### src/rtl/address_unit_pkg.sv
// Shared encodings for the address unit: FSM states, bus-source select codes and vector addresses.
package address_unit_pkg;

   typedef enum logic [1:0] {
      StVecLo = 2'd0,
      StVecHi = 2'd1,
      StRun   = 2'd2
   } state_e;

   localparam logic [1:0] AselPc   = 2'd0;
   localparam logic [1:0] AselMem  = 2'd1;
   localparam logic [1:0] AselAlu  = 2'd2;
   localparam logic [1:0] AselHold = 2'd3;

   localparam logic [15:0] VecNmi = 16'hFFFA;
   localparam logic [15:0] VecRes = 16'hFFFC;
   localparam logic [15:0] VecIrq = 16'hFFFE;

endpackage

### src/rtl/pc_counter.sv
// 16-bit program counter: async clear, byte-lane loads for vector fetch, full load, increment.
// Exposes both the current PC and the value it takes on the next edge.
module pc_counter (
   input  logic        clk_i,
   input  logic        rst_ni,
   input  logic        load_lo_i,
   input  logic        load_hi_i,
   input  logic        load_i,
   input  logic        inc_i,
   input  logic [7:0]  byte_i,
   input  logic [15:0] load_val_i,
   output logic [15:0] pc_o,
   output logic [15:0] pc_next_o
);

   logic [15:0] pc_q, pc_d;

   always_comb begin
      pc_d = pc_q;
      if (load_i) begin
         pc_d = load_val_i;
      end else if (load_lo_i) begin
         pc_d[7:0] = byte_i;
      end else if (load_hi_i) begin
         pc_d[15:8] = byte_i;
      end else if (inc_i) begin
         pc_d = pc_q + 16'd1;
      end
   end

   always_ff @(posedge clk_i or negedge rst_ni) begin
      if (!rst_ni) begin
         pc_q <= '0;
      end else begin
         pc_q <= pc_d;
      end
   end

   assign pc_o      = pc_q;
   assign pc_next_o = pc_d;

endmodule

### src/rtl/address_unit.sv
// 6502 PC / address-bus unit: runs the reset-vector fetch, then maintains PC and bus source.
// Define ADDR_UNIT_INT_VEC_EN to add the vec_load/vec_sel interrupt vector fetch.
module address_unit
   import address_unit_pkg::*;
#(
   parameter logic [15:0] RESET_VEC = VecRes
) (
   input  logic        clk,
   input  logic        res,
   input  logic        rdy,
   input  logic        pc_enable,
   input  logic        pc_load,
   input  logic [1:0]  address_select,
   input  logic [15:0] memory_address,
   input  logic [7:0]  alu_result,
   input  logic [7:0]  data_in,
`ifdef ADDR_UNIT_INT_VEC_EN
   input  logic        vec_load,
   input  logic        vec_sel,
`endif
   output logic [15:0] address_bus,
   output logic [15:0] pc,
   output logic        busy
);

   state_e      state_q, state_d;
   logic [15:0] addr_q, addr_d;
   logic        ld_lo, ld_hi, ld_full, inc;
   logic [15:0] pc_next;
   logic        vec_req;
   logic [15:0] vec_addr;

`ifdef ADDR_UNIT_INT_VEC_EN
   assign vec_req  = vec_load;
   assign vec_addr = vec_sel ? VecIrq : VecNmi;
`else
   assign vec_req  = 1'b0;
   assign vec_addr = VecIrq;
`endif

   pc_counter u_pc_counter (
      .clk_i      (clk),
      .rst_ni     (res),
      .load_lo_i  (ld_lo),
      .load_hi_i  (ld_hi),
      .load_i     (ld_full),
      .inc_i      (inc),
      .byte_i     (data_in),
      .load_val_i (memory_address),
      .pc_o       (pc),
      .pc_next_o  (pc_next)
   );

   always_comb begin
      state_d = state_q;
      addr_d  = addr_q;
      ld_lo   = 1'b0;
      ld_hi   = 1'b0;
      ld_full = 1'b0;
      inc     = 1'b0;
      if (rdy) begin
         unique case (state_q)
            StVecLo: begin
               ld_lo   = 1'b1;
               addr_d  = addr_q + 16'd1;
               state_d = StVecHi;
            end
            StVecHi: begin
               ld_hi   = 1'b1;
               addr_d  = {data_in, pc[7:0]};
               state_d = StRun;
            end
            StRun: begin
               // An interrupt request drops this cycle's PC update and bus select.
               if (vec_req) begin
                  addr_d  = vec_addr;
                  state_d = StVecLo;
               end else begin
                  ld_full = pc_load;
                  inc     = pc_enable & ~pc_load;
                  unique case (address_select)
                     AselPc:   addr_d = pc_next;
                     AselMem:  addr_d = memory_address;
                     AselAlu:  addr_d = {8'h00, alu_result};
                     AselHold: addr_d = addr_q;
                     default:  addr_d = addr_q;
                  endcase
               end
            end
            default: state_d = StVecLo;
         endcase
      end
   end

   always_ff @(posedge clk or negedge res) begin
      if (!res) begin
         state_q <= StVecLo;
         addr_q  <= RESET_VEC;
      end else begin
         state_q <= state_d;
         addr_q  <= addr_d;
      end
   end

   assign address_bus = addr_q;
   assign busy        = (state_q != StRun);

endmodule
### config.mk
export PLATFORM = sky130hd
export DESIGN_NAME = address_unit
export DESIGN_NICKNAME = d
export VERILOG_FILES = /design/src/rtl/address_unit_pkg.sv /design/src/rtl/pc_counter.sv /design/src/rtl/address_unit.sv
export SDC_FILE = /design/constraint.sdc
export NUM_CORES = 1
export LEC_CHECK = 0
export ABC_AREA = 1
export CAP_MARGIN = 20
export CELL_PAD_IN_SITES_DETAIL_PLACEMENT = 0
export CELL_PAD_IN_SITES_GLOBAL_PLACEMENT = 1
export CORE_MARGIN = 3
export CORE_UTILIZATION = 30
export CTS_CLUSTER_SIZE = 14
export DETAILED_ROUTE_END_ITERATION = 12
export GPL_ROUTABILITY_DRIVEN = 0
export HOLD_SLACK_MARGIN = 0.08
export PLACE_DENSITY_LB_ADDON = 0.1
export SKIP_CTS_REPAIR_TIMING = 1
export SLEW_MARGIN = 0
export SYNTH_ARGS = -nofsm -noshare
export SYNTH_HDL_FRONTEND = slang
export SYNTH_HIERARCHICAL = 1
export SYNTH_SLANG_ARGS = --single-unit
### constraint.sdc
create_clock -name clk -period 3 [get_ports clk]
set_clock_uncertainty 0.15 [all_clocks]
set_input_delay 0.6 -clock clk [delete_from_list [all_inputs] [get_ports clk]]
set_output_delay 0.6 -clock clk [all_outputs]
set_load 0.1 [all_outputs]
[Yosys cells after proc, flatten, opt, wreduce, memory -nomap -nowiden]
Index checks and enable logic that the tools add are counted.
Word-level totals
  flip-flop bits (word level): 34
  output and inout port bits: 33
  bits of input ports: 39
Cells by class
  bitwise gates (word level): 3
  multiplexer cells: 17
  $add $sub $neg: 2
  reductions and logical operators: 5
  equal/unequal tests: 7
Operators by type and width (number)
  16-bit one-hot mux with 3 select lines: 2
  16-bit by 1-bit adder with 16-bit output, second input constant: 2
  16-bit two-way mux: 2
  8-bit two-way mux: 4
  1-bit two-way mux: 8
  2-bit == test, second input constant: 3
  2-bit one-hot mux with 3 select lines: 1
  2-bit by 1-bit == test with 1-bit output, second input constant: 2
  2-bit logical NOT: 2
  2-bit inequality test, second input constant: 2
  3-bit AND reduction: 1
  3-bit nonzero test: 1
  1-bit inverter: 2
  2-bit AND reduction: 1
  1-bit bitwise AND: 1

[Logic depth before layout (Yosys ltp)]
Gate-level depths: netlist (run 1).
  depth after elaboration: 10
  gate-level depth with buffers: 21

[Cells and area by module]
The synthesis (run 1) kept the hierarchy.
By module, submodules not included
  address_unit: seq. area each 467.9 um2, area each 1873.0 um2, cells an instance 323, times used 1
  pc_counter: seq. area each 400.4 um2, area each 1239.9 um2, cells an instance 194, times used 1

[Least setup slack after synthesis (run 1)]
OpenSTA, ideal clock, no wires.
  path type: register to register
  start point: reg u_pc_counter.pc_q[1], in the netlist u_pc_counter/pc_o[1]
  end point: reg addr_q[10], in the netlist address_bus[10]
  cell stages (with the launch flop): 16
  arrival time: 2.463 ns
  library setup time: 0.072 ns
  setup slack: 0.314 ns
  buffers on the path: 0
  clock period less this slack: 2.686 ns
  cells stage by stage: dfrtp_1 ha_1 nand3_2 nor2_4 nand2_1 o21ai_1 nand2_1 nand3_1 nand2_1 nand2_1 a21boi_0 o21ai_1 nand2_1 nand2_1 nand2_1 inv_1
Between the ends
  word-level cells in the longest chain between the ends: 7
RTL lines
  start: declaration: line pc_counter.sv:16  | logic [15:0] pc_q, pc_d;
  start signal: assignment: line pc_counter.sv:35  | pc_q <= pc_d;
  16-bit by 1-bit adder with 16-bit output: line pc_counter.sv:27  | pc_d = pc_q + 16'd1;
  16-bit two-way mux: line pc_counter.sv:26  | end else if (inc_i) begin
  8-bit two-way mux: line pc_counter.sv:24  | end else if (load_hi_i) begin
  8-bit two-way mux: line pc_counter.sv:22  | end else if (load_lo_i) begin
  16-bit two-way mux: line pc_counter.sv:20  | if (load_i) begin
  named net pc_next[10]: line address_unit.sv:29  | logic [15:0] pc_next;
  16-bit one-hot mux with 3 select lines: line address_unit.sv:81  | unique case (address_select)
  16-bit one-hot mux with 3 select lines: line address_unit.sv:62  | unique case (state_q)
  end signal: assignment: line address_unit.sv:101  | addr_q <= addr_d;
  end: declaration: line address_unit.sv:27  | logic [15:0] addr_q, addr_d;
The timed path passes the listed nets, and every way through them passes these cells.
A chain may end at the register's enable or synchronous reset.

[Worst setup path in the final report (run 1)]
  start point: in rdy
  end point: reg addr_q[9], in the netlist address_bus[9]
Between the ends
  word-level cells in the longest chain between the ends: 7
  elaborated cells between the ends (all ways): 11
  classes of those cells: 10 x mux; 1 x reduce/logical
RTL lines
  start: declaration: line address_unit.sv:10  | input logic rdy,
  1-bit two-way mux: line address_unit.sv:61  | if (rdy) begin
  named net inc: line address_unit.sv:28  | logic ld_lo, ld_hi, ld_full, inc;
  16-bit two-way mux: line pc_counter.sv:26
  8-bit two-way mux: line pc_counter.sv:24
  8-bit two-way mux: line pc_counter.sv:22
  16-bit two-way mux: line pc_counter.sv:20
  named net pc_next[9]: line address_unit.sv:29
  16-bit one-hot mux with 3 select lines: line address_unit.sv:81
  16-bit one-hot mux with 3 select lines: line address_unit.sv:62
The timed path passes the listed nets, and every way through them passes these cells.

==> results of run 1 <==
## worst register-to-register path, cell delays in order (launching register included)
cell     delay, ns
dfrtp_1       0.40
inv_1         0.11
ha_1          0.21
nand2_2       0.08
nor2_1        0.29
nand2_1       0.15
nor2_2        0.14
nand2_1       0.08
nor2_2        0.18
o21ai_0       0.11
nand2_1       0.09
nand3_1       0.06
nand2_1       0.08
nand2_1       0.06
nand2_1       0.07
nand2_1       0.05
nand2_1       0.09
nand2_1       0.05
nand2_1       0.06
nand2_1       0.04
nand2_1       0.07
## through the flow
step                      area, sq um  TNS (ns)  std cells  worst slack, ns
after floorplan                  3110         0        517            0.314
after global routing             4050         0        732           0.0104
after CTS                        4050         0        732            0.237
after global placement           3960    -0.143        724          -0.0727
final                            4050         0        732            0.238
after detailed placement         3960   -0.0741        724          -0.0520
## logic make-up after synthesis
kind of cell | count (synthesis)
simple gates | 311
compound gates | 86
buf+inv | 74
flops | 34
fa+ha+maj | 9
xor+xnor | 3
## Yosys cell counts (4+ instances only)
master and n:
a21oi_1 41, buf_2 8, clkbuf_1 5, dfrtp_1 20
dfstp_2 14, ha_1 9, inv_1 50, inv_2 4
nand2_1 207, nand2_2 4, nand3_1 46, nand4_1 5
nor2_1 35, o21ai_0 14, o21ai_1 13, o21bai_1 4
## placed cells by master, fill, tap and decap left out, types with 6 or more instances in the layout
| master | n |
|---|---|
| nand2_1 | 207 |
| buf_4 | 53 |
| inv_1 | 50 |
| nand3_1 | 46 |
| a21oi_1 | 41 |
| clkdlybuf4s50_1 | 38 |
| nor2_1 | 35 |
| dfrtp_1 | 20 |
| o21ai_0 | 14 |
| dfstp_2 | 14 |
| o21ai_1 | 13 |
| ha_1 | 9 |
| clkbuf_8 | 6 |
## state kept, by name, indices dropped and copies added, names as in the netlist
register	count
u_pc_counter/pc_o	16
address_bus	16
state_q	2
## power groups by stage
stage	Clock, mW	Combinational, mW	Sequential (mW)
2_1_floorplan	0	1.50	2.50
5_1_grt	0.402	4.14	1.14
6_report	0.368	3.81	1.10
3_5_place_dp	0	3.84	1.10
4_1_cts	0.382	3.85	1.10
3_3_place_gp	0	3.83	1.10
## layout make-up
class	count	area, sq um
clock buffers	7	86.3
repair buffers	91	778
fillers	1108	5860
flip-flops and latches	34	868
well taps	133	166
inverters	57	216
multi-input cells	409	1930
clock inverters	1	5.00
## path summary, 6_finish.rpt
check	from	slack, ns	depth (start not counted)	endpoint
min	address_bus[11]$_DFFE_PN1P_	0.35	2	address_bus[11]$_DFFE_PN1P_
max in group asynchronous	res	1.72	2	address_bus[11]$_DFFE_PN1P_
max reg2reg	state_q[0]$_DFFE_PN0P_	0.32	20	address_bus[9]$_DFFE_PN1P_
max	rdy	0.24	19	address_bus[9]$_DFFE_PN1P_
min reg2reg	address_bus[11]$_DFFE_PN1P_	0.35	2	address_bus[11]$_DFFE_PN1P_
min in group asynchronous	res	0.59	2	u_pc_counter/pc_o[1]$_DFF_PN0_
## routing by layer
metal	global-route usage (%)	vias to the layer above	wire [um]
met3	2.94	8	594
met5	0	-	0
met4	3.70	0	118
met2	32.7	100	5060
li1	-	1807	-
met1	29.0	1615	5480
==> run_results.csv, run 1 <==
group,metric,value,unit
drt,via_per_inst,4.82,
cells_and_area,drive_gt1_share,16.4,%
clock_tree,clk_pin_slew,0.07,ns
sta,fmax,362,MHz
cells_and_area,area_delta_synth_final,30.2,%
clock_tree,h-tree-depth,2,
logic_synthesis,synth_xor_area_share,0.844,%
logic_synthesis,synth_seq_cells,34,
logic_synthesis,synth-compound-area-share,15.6,%
logic_synthesis,yosys-top-cells-area,"nand2_1, dfrtp_1, dfstp_2",
logic_synthesis,ys_types,37,
logic_synthesis,synthArstFlopShare,100,%
critical_path,crit_family,"simple AND/OR/NAND/NOR gates",
critical_path,required,3.08,ns
critical_path,critPathKind,"input pin to flip-flop",
clock_tree,cts.path.max_buffers,2,
pwr,p_leak,2.01,nW
drt,vias,3530,
sta,period_share,92.1,%
logic_synthesis,ys_seq_area_share,27.9,%
critical_path,path_buf_inv,1,
drt,ant_nets,0,
logic_synthesis,synth_fa_ha_area_share,3.62,%
logic_synthesis,yosys-mux-area-fraction,0,%
pwr,p_sw,3.37,mW
global_route,overflow,0,
global_route,antenna_found_initial,0,
logic_synthesis,synth_top_family_by_area,"simple AND/OR/NAND/NOR gates",
cells_and_area,finish.net_count,646,
cells_and_area,diodes,0,
logic_synthesis,avgSynthCellArea,6.02,sq um
status,status,"completed",
drt,dr.first_iter.drc_count,249,
drt,drt-total-wl,11300,um
critical_path,cpMostUsedCell,"nand2_1",
pwr,clkPwrFrac,7.0,%
drt,wl_per_cell,15.4,um
die,dieArea,0.0116,sq mm
clock_tree,root_buffer,"clkbuf_8",
global_route,grt_pass1_vias,3518,
pwr,p_sw_share,63.9,%
pwr,total_power,5.27,mW
drt,first_pass_iters,4,
pwr,power_frac_seq,20.8,%
sta,setup_violations,0,
die,die_w,108,um
logic_synthesis,synth_edf_count,0,
die,io_pins,72,
logic_synthesis,dominantRegCellSynth,"dfrtp_1",
logic_synthesis,synth_area_leader_cell,"nand2_1",
pwr,cellPowerDensity,1300,mW/mm^2
die,core,0.00991,sq mm
sta,tightest_slew,0.510,ns
job,drv_cap,0,
global_route,grt_max_degree,35,
logic_synthesis,yosysTopAreaCellShare,25.0,%
min_path,hold_class,"flip-flop to flip-flop",
cells_and_area,postLayoutCoreUtil,40.9,%
logic_synthesis,synth.cell_area,0.00311,sq mm
clock_tree,clkLatencyLatePin,0.29,ns
global_route,grt_pass1_wl,18500,um
placed_design,dp_hpwl,8920,um
critical_path,worst-path-max-fanout,4,
sta,whs,0.354,ns
pwr,intPower,1.91,mW
sta,final_hold_viol_count,0,
logic_synthesis,yosysWarnings,6,
sta,timing.final.max_slew_violations,0,
die,dieHeight,108,um
logic_synthesis,syn_inst,517,
sta,slew_headroom,66.0,%
logic_synthesis,syn-num-nets,565,
critical_path,path_cells,"clkdlybuf4s50_1, nand2_2, nor2_1, nand2_1, nor2_2, nand2_1, nor2_2, o21ai_0, nand2_1, nand3_1, nand2_1, nand2_1, nand2_1, nand2_1, nand2_1, nand2_1, nand2_1, nand2_1, nand2_1",
clock_tree,cts.sinks,34,
drt,route.detailed.drc,0,
sta,rsz0062_at_grt,"false",
clock_tree,cts_buffers,5,
logic_synthesis,synthSimpleGateAreaFrac,42.0,%
critical_path,cp.arrival,2.84,ns
critical_path,endpoint_kind,"flip-flop",
critical_path,slowest_delay,0.49,ns
clock_tree,cts_tree,"built",
sta,min_period,2.76,ns
pwr,peakVddDrop,649,uV
critical_path,cp_slowest_cell,"clkdlybuf4s50_1",
die,fp-row-count,36,
pwr,combPwrFrac,72.3,%
placed_design,portBuffers,71,
global_route,grtUsageTotal,20.3,%
critical_path,critPathLaunchType,"input pin",
die,initial_core_util,31.4,%
No activity file was read; power rests on OpenSTA's default activity.
==> run 2, diff against run 1 <==
==> constraint.sdc (replaced) <==
create_clock -name clk -period 3 [get_ports clk]
set_clock_uncertainty 0.15 [all_clocks]
set_input_delay 0.3 -clock clk [delete_from_list [all_inputs] [get_ports clk]]
set_output_delay 0.3 -clock clk [all_outputs]
set_load 0.1 [all_outputs]
==> run_results.csv, run 2 (synthesis results as in run 1) <==
group,metric,value,unit
status,status,"completed",
sta,fin_tns_setup,0,ns
clock_tree,root_buffer,"clkbuf_8",
clock_tree,cts.path.max_buffers,2,
cells_and_area,finish.net_count,638,
clock_tree,h-tree-depth,2,
sta,period_share,88.7,%
clock_tree,cts.sinks,34,
sta,setup_violations,0,
job,drv_cap,0,
sta,rsz0062_at_grt,"false",
clock_tree,cts_tree,"built",
critical_path,critPathKind,"flip-flop to flip-flop",
clock_tree,cts_buffers,5,
critical_path,cp.arrival,2.74,ns
critical_path,reg2reg_depth,18,
cells_and_area,nFillCells,1120,
drt,vias,3509,
critical_path,required,3.08,ns
sta,min_period,2.66,ns
die,initial_core_util,31.4,%
drt,dr.first_iter.drc_count,181,
critical_path,startpoint,"state_q[0]$_DFFE_PN0P_",
drt,route.detailed.drc,0,
global_route,overflow,0,
sta,final_hold_viol_count,0,
critical_path,worst-path-max-fanout,5,
placed_design,portBuffers,71,
critical_path,reg2reg_setup_slack,0.34,ns
clock_tree,clkLatencyLatePin,0.29,ns
placed_design,dp_slack,0.176,ns
drt,dr_wl_met2,5160,um
drt,first_pass_iters,5,
sta,tightest_slew,0.590,ns
cells_and_area,drive_gt1_share,15.4,%
critical_path,endpoint_kind,"flip-flop",
drt,wl_met3,638,um
drt,top_layer,"met4",
die,dieHeight,108,um
cells_and_area,diodes,0,
die,die_w,108,um
critical_path,critPathLaunchType,"flip-flop",
critical_path,r2r_start,"state_q[0]$_DFFE_PN0P_",
cells_and_area,final_cell_mix,"nand2_1, inv_1, nand3_1, buf_4, a21oi_1",
global_route,antenna_found_initial,0,
die,fp-row-count,36,
placed_design,dp_hpwl,8770,um
global_route,grtUsageTotal,20.1,%
drt,wl_per_cell,15.8,um
die,core,0.00991,sq mm
drt,ant_nets,0,
sta,slew_headroom,60.4,%
die,dieArea,0.0116,sq mm
cells_and_area,area_delta_synth_final,28.8,%
drt,via_per_inst,4.85,
global_route,grt_pass1_vias,3434,
drt,wl_met1,5520,um
cells_and_area,layout_commonest_cell,"nand2_1",
min_path,hold_class,"input pin to async pin",
drt,drt-total-wl,11400,um
sta,timing.final.max_slew_violations,0,
die,io_pins,72,
global_route,grt_pass1_wl,18300,um
clock_tree,clk_pin_slew,0.08,ns
sta,fmax,376,MHz
global_route,grt_max_degree,35,
sta,setup_ws,0.338,ns
## run 2: cell types whose count changed in the layout (fill, tap and decap cells not counted), sizes merged
cell / before / now
buf: 53 / 45
bufinv: 0 / 1
clkbuf: 7 / 5
clkinv: 3 / 4
## run 2: metrics by stage
step	std cells	hold slack, ns	utilization (%)	instance area, sq um
3_3_place_gp	716	0.342	39.4	3900
6_report	724	0.290	40.5	4010
5_1_grt	724	0.334	40.5	4010
3_5_place_dp	716	0.346	39.4	3900
4_1_cts	724	0.306	40.5	4010
2_1_floorplan	517	-0.146	-	3110
## run 2: final timing paths
path | end
max in group asynchronous | address_bus[9]$_DFFE_PN1P_
worst min-delay path | u_pc_counter/pc_o[0]$_DFF_PN0_
worst min register to register | address_bus[13]$_DFFE_PN1P_
worst max register to register | address_bus[10]$_DFFE_PN1P_
worst max-delay path | address_bus[10]$_DFFE_PN1P_
min in group clk | address_bus[13]$_DFFE_PN1P_
## run 2: layout make-up
cell class / count / area (sq um) / area share (%)
multi-input combinational: 409 / 1930 / 48.2
sequential: 34 / 868 / 21.7
timing repair buffer: 83 / 718 / 17.9
inverter: 57 / 216 / 5.40
tap: 133 / 166 / 4.15
clock buffer: 5 / 68.8 / 1.72
clock inverter: 3 / 40.0 / 0.998
## run 2: metal layers
| metal | global-route usage [%] | vias up |
|---|---|---|
| met5 | 0 | - |
| met4 | 2.71 | 0 |
| met3 | 3.00 | 8 |
| met2 | 33.3 | 83 |
| met1 | 28.2 | 1623 |
| li1 | - | 1795 |
## run 2: critical path: stages, from the launching register on
cell and delay (ns):
dfrtp_1 0.40, inv_1 0.10, ha_1 0.20, nand2_2 0.08
nor2_1 0.31, nand3_1 0.14, nor2_2 0.19, nand2_1 0.10
o21ai_1 0.13, nand2_1 0.06, nand3_1 0.08, nand2_1 0.10
nand2_1 0.08, a21boi_0 0.20, o21ai_1 0.08, nand2_1 0.06
nand2_1 0.05, nand2_1 0.06, inv_1 0.04
Power of run 2 is left out: the tool's default activity adds up to more than one toggle a clock period on the data nets, which glitch-free logic cannot reach.
==> run 3, diff against run 2 <==
MAX_ROUTING_LAYER = met4   (was not set)
==> run_results.csv, run 3 (synthesis results as in run 1) <==
group,metric,value,unit
status,status,"completed",
drt,route.detailed.drc,0,
critical_path,cp.arrival,2.76,ns
global_route,grt_max_degree,35,
clock_tree,cts.sinks,34,
die,core,0.00991,sq mm
clock_tree,cts_buffers,5,
global_route,grt_pass1_vias,3439,
sta,rsz0062_at_grt,"false",
cells_and_area,diodes,0,
cells_and_area,area_delta_synth_final,28.8,%
cells_and_area,drive_gt1_share,15.4,%
drt,first_pass_iters,4,
sta,tightest_slew,0.610,ns
critical_path,crit_family,"simple AND/OR/NAND/NOR gates",
clock_tree,root_buffer,"clkbuf_8",
clock_tree,cts_tree,"built",
critical_path,critPathKind,"flip-flop to flip-flop",
job,drv_cap,0,
critical_path,worst-path-max-fanout,4,
critical_path,critPathLaunchType,"flip-flop",
critical_path,cp_slowest_cell,"dfrtp_1",
cells_and_area,finish.net_count,638,
global_route,grt_pass1_wl,18300,um
die,die_w,108,um
cells_and_area,nFillCells,1120,
clock_tree,h-tree-depth,2,
sta,period_share,89.3,%
placed_design,dp_hpwl,8770,um
drt,drt-total-wl,11500,um
sta,fmax,373,MHz
global_route,antenna_found_initial,0,
clock_tree,cts.path.max_buffers,2,
min_path,hold_class,"input pin to async pin",
drt,wl_per_cell,15.8,um
drt,ant_nets,0,
sta,slew_headroom,59.1,%
cells_and_area,seq_area,868,sq um
cells_and_area,final_cell_mix,"nand2_1, inv_1, nand3_1, buf_4, a21oi_1",
drt,vias,3522,
critical_path,slowest_delay,0.40,ns
drt,via_per_inst,4.86,
critical_path,cpMostUsedCell,"nand2_1",
global_route,overflow,0,
clock_tree,clk_pin_slew,0.08,ns
cells_and_area,layout_commonest_cell,"nand2_1",
placed_design,portBuffers,71,
cells_and_area,fin_cells,724,
die,dieArea,0.0116,sq mm
placed_design,dp_cells,716,
cells_and_area,final_area,0.00401,sq mm
sta,min_period,2.68,ns
critical_path,required,3.08,ns
critical_path,endpoint_kind,"flip-flop",
die,dieHeight,108,um
critical_path,path_cells,"inv_1, ha_1, nand2_2, nor2_1, nand2_1, nor2_2, nand2_1, nor2_2, o21ai_0, nand2_1, nand3_1, nand2_1, nand2_1, nand2_1, nand2_1, nand2_1, nand2_1, nand2_1, nand2_1, nand2_1",
sta,timing.final.max_slew_violations,0,
sta,final_hold_viol_count,0,
cells_and_area,multi_input_area,0.00193,sq mm
sta,fin_tns_setup,0,ns
clock_tree,clkLatencyLatePin,0.29,ns
die,initial_core_util,31.4,%
drt,dr.first_iter.drc_count,187,
sta,setup_violations,0,
die,fp-row-count,36,
critical_path,path_buf_inv,1,
global_route,grtUsageTotal,20.6,%
die,io_pins,72,
placed_design,place_area,0.00390,sq mm
[run 3: cell type report]
class	count	area share, %
Timing Repair Buffer	83	17.9
Tap cell	133	4.15
Multi-Input combinational cell	409	48.2
Inverter	57	5.40
Clock inverter	3	0.998
Clock buffer	5	1.72
Sequential cell	34	21.7
[run 3: through the flow]
| step | hold slack, ns | worst slack (ns) | util [%] |
|---|---|---|---|
| after floorplan | -0.146 | 0.314 | - |
| after CTS | 0.306 | 0.331 | 40.5 |
| after global placement | 0.342 | 0.198 | 39.4 |
| after global routing | 0.334 | 0.0186 | 40.5 |
| final | 0.293 | 0.320 | 40.5 |
| after detailed placement | 0.346 | 0.176 | 39.4 |
[run 3: worst paths after layout]
kind	end	cells past startpoint	from	slack, ns
worst max-delay path	address_bus[9]$_DFFE_PN1P_	20	state_q[0]$_DFFE_PN0P_	0.32
worst min-delay path	u_pc_counter/pc_o[0]$_DFF_PN0_	2	res	0.29
worst max register to register	address_bus[9]$_DFFE_PN1P_	20	state_q[0]$_DFFE_PN0P_	0.32
worst min register to register	address_bus[11]$_DFFE_PN1P_	2	address_bus[11]$_DFFE_PN1P_	0.36
max in group asynchronous	address_bus[9]$_DFFE_PN1P_	2	res	2.03
min in group clk	address_bus[11]$_DFFE_PN1P_	2	address_bus[11]$_DFFE_PN1P_	0.36
[run 3: layer usage]
layer | vias to the layer above | part of all wire (%) | global-route usage (%)
met2 | 82 | 45 | 33.3
li1 | 1796 | - | -
met3 | 4 | 5.4 | 2.88
met4 | 0 | 0.65 | 2.71
met5 | - | 0 | -
met1 | 1640 | 49 | 28.3
[run 3: worst register-to-register path, stage by stage (launching register included)]
cell and delay [ns]:
dfrtp_1 0.40, inv_1 0.10, ha_1 0.20, nand2_2 0.08, nor2_1 0.31, nand2_1 0.14, nor2_2 0.15, nand2_1 0.08
nor2_2 0.17, o21ai_0 0.10, nand2_1 0.09, nand3_1 0.07, nand2_1 0.09, nand2_1 0.05, nand2_1 0.07, nand2_1 0.04
nand2_1 0.10, nand2_1 0.06, nand2_1 0.06, nand2_1 0.05, nand2_1 0.07
Power of run 3 is left out for the same reason.
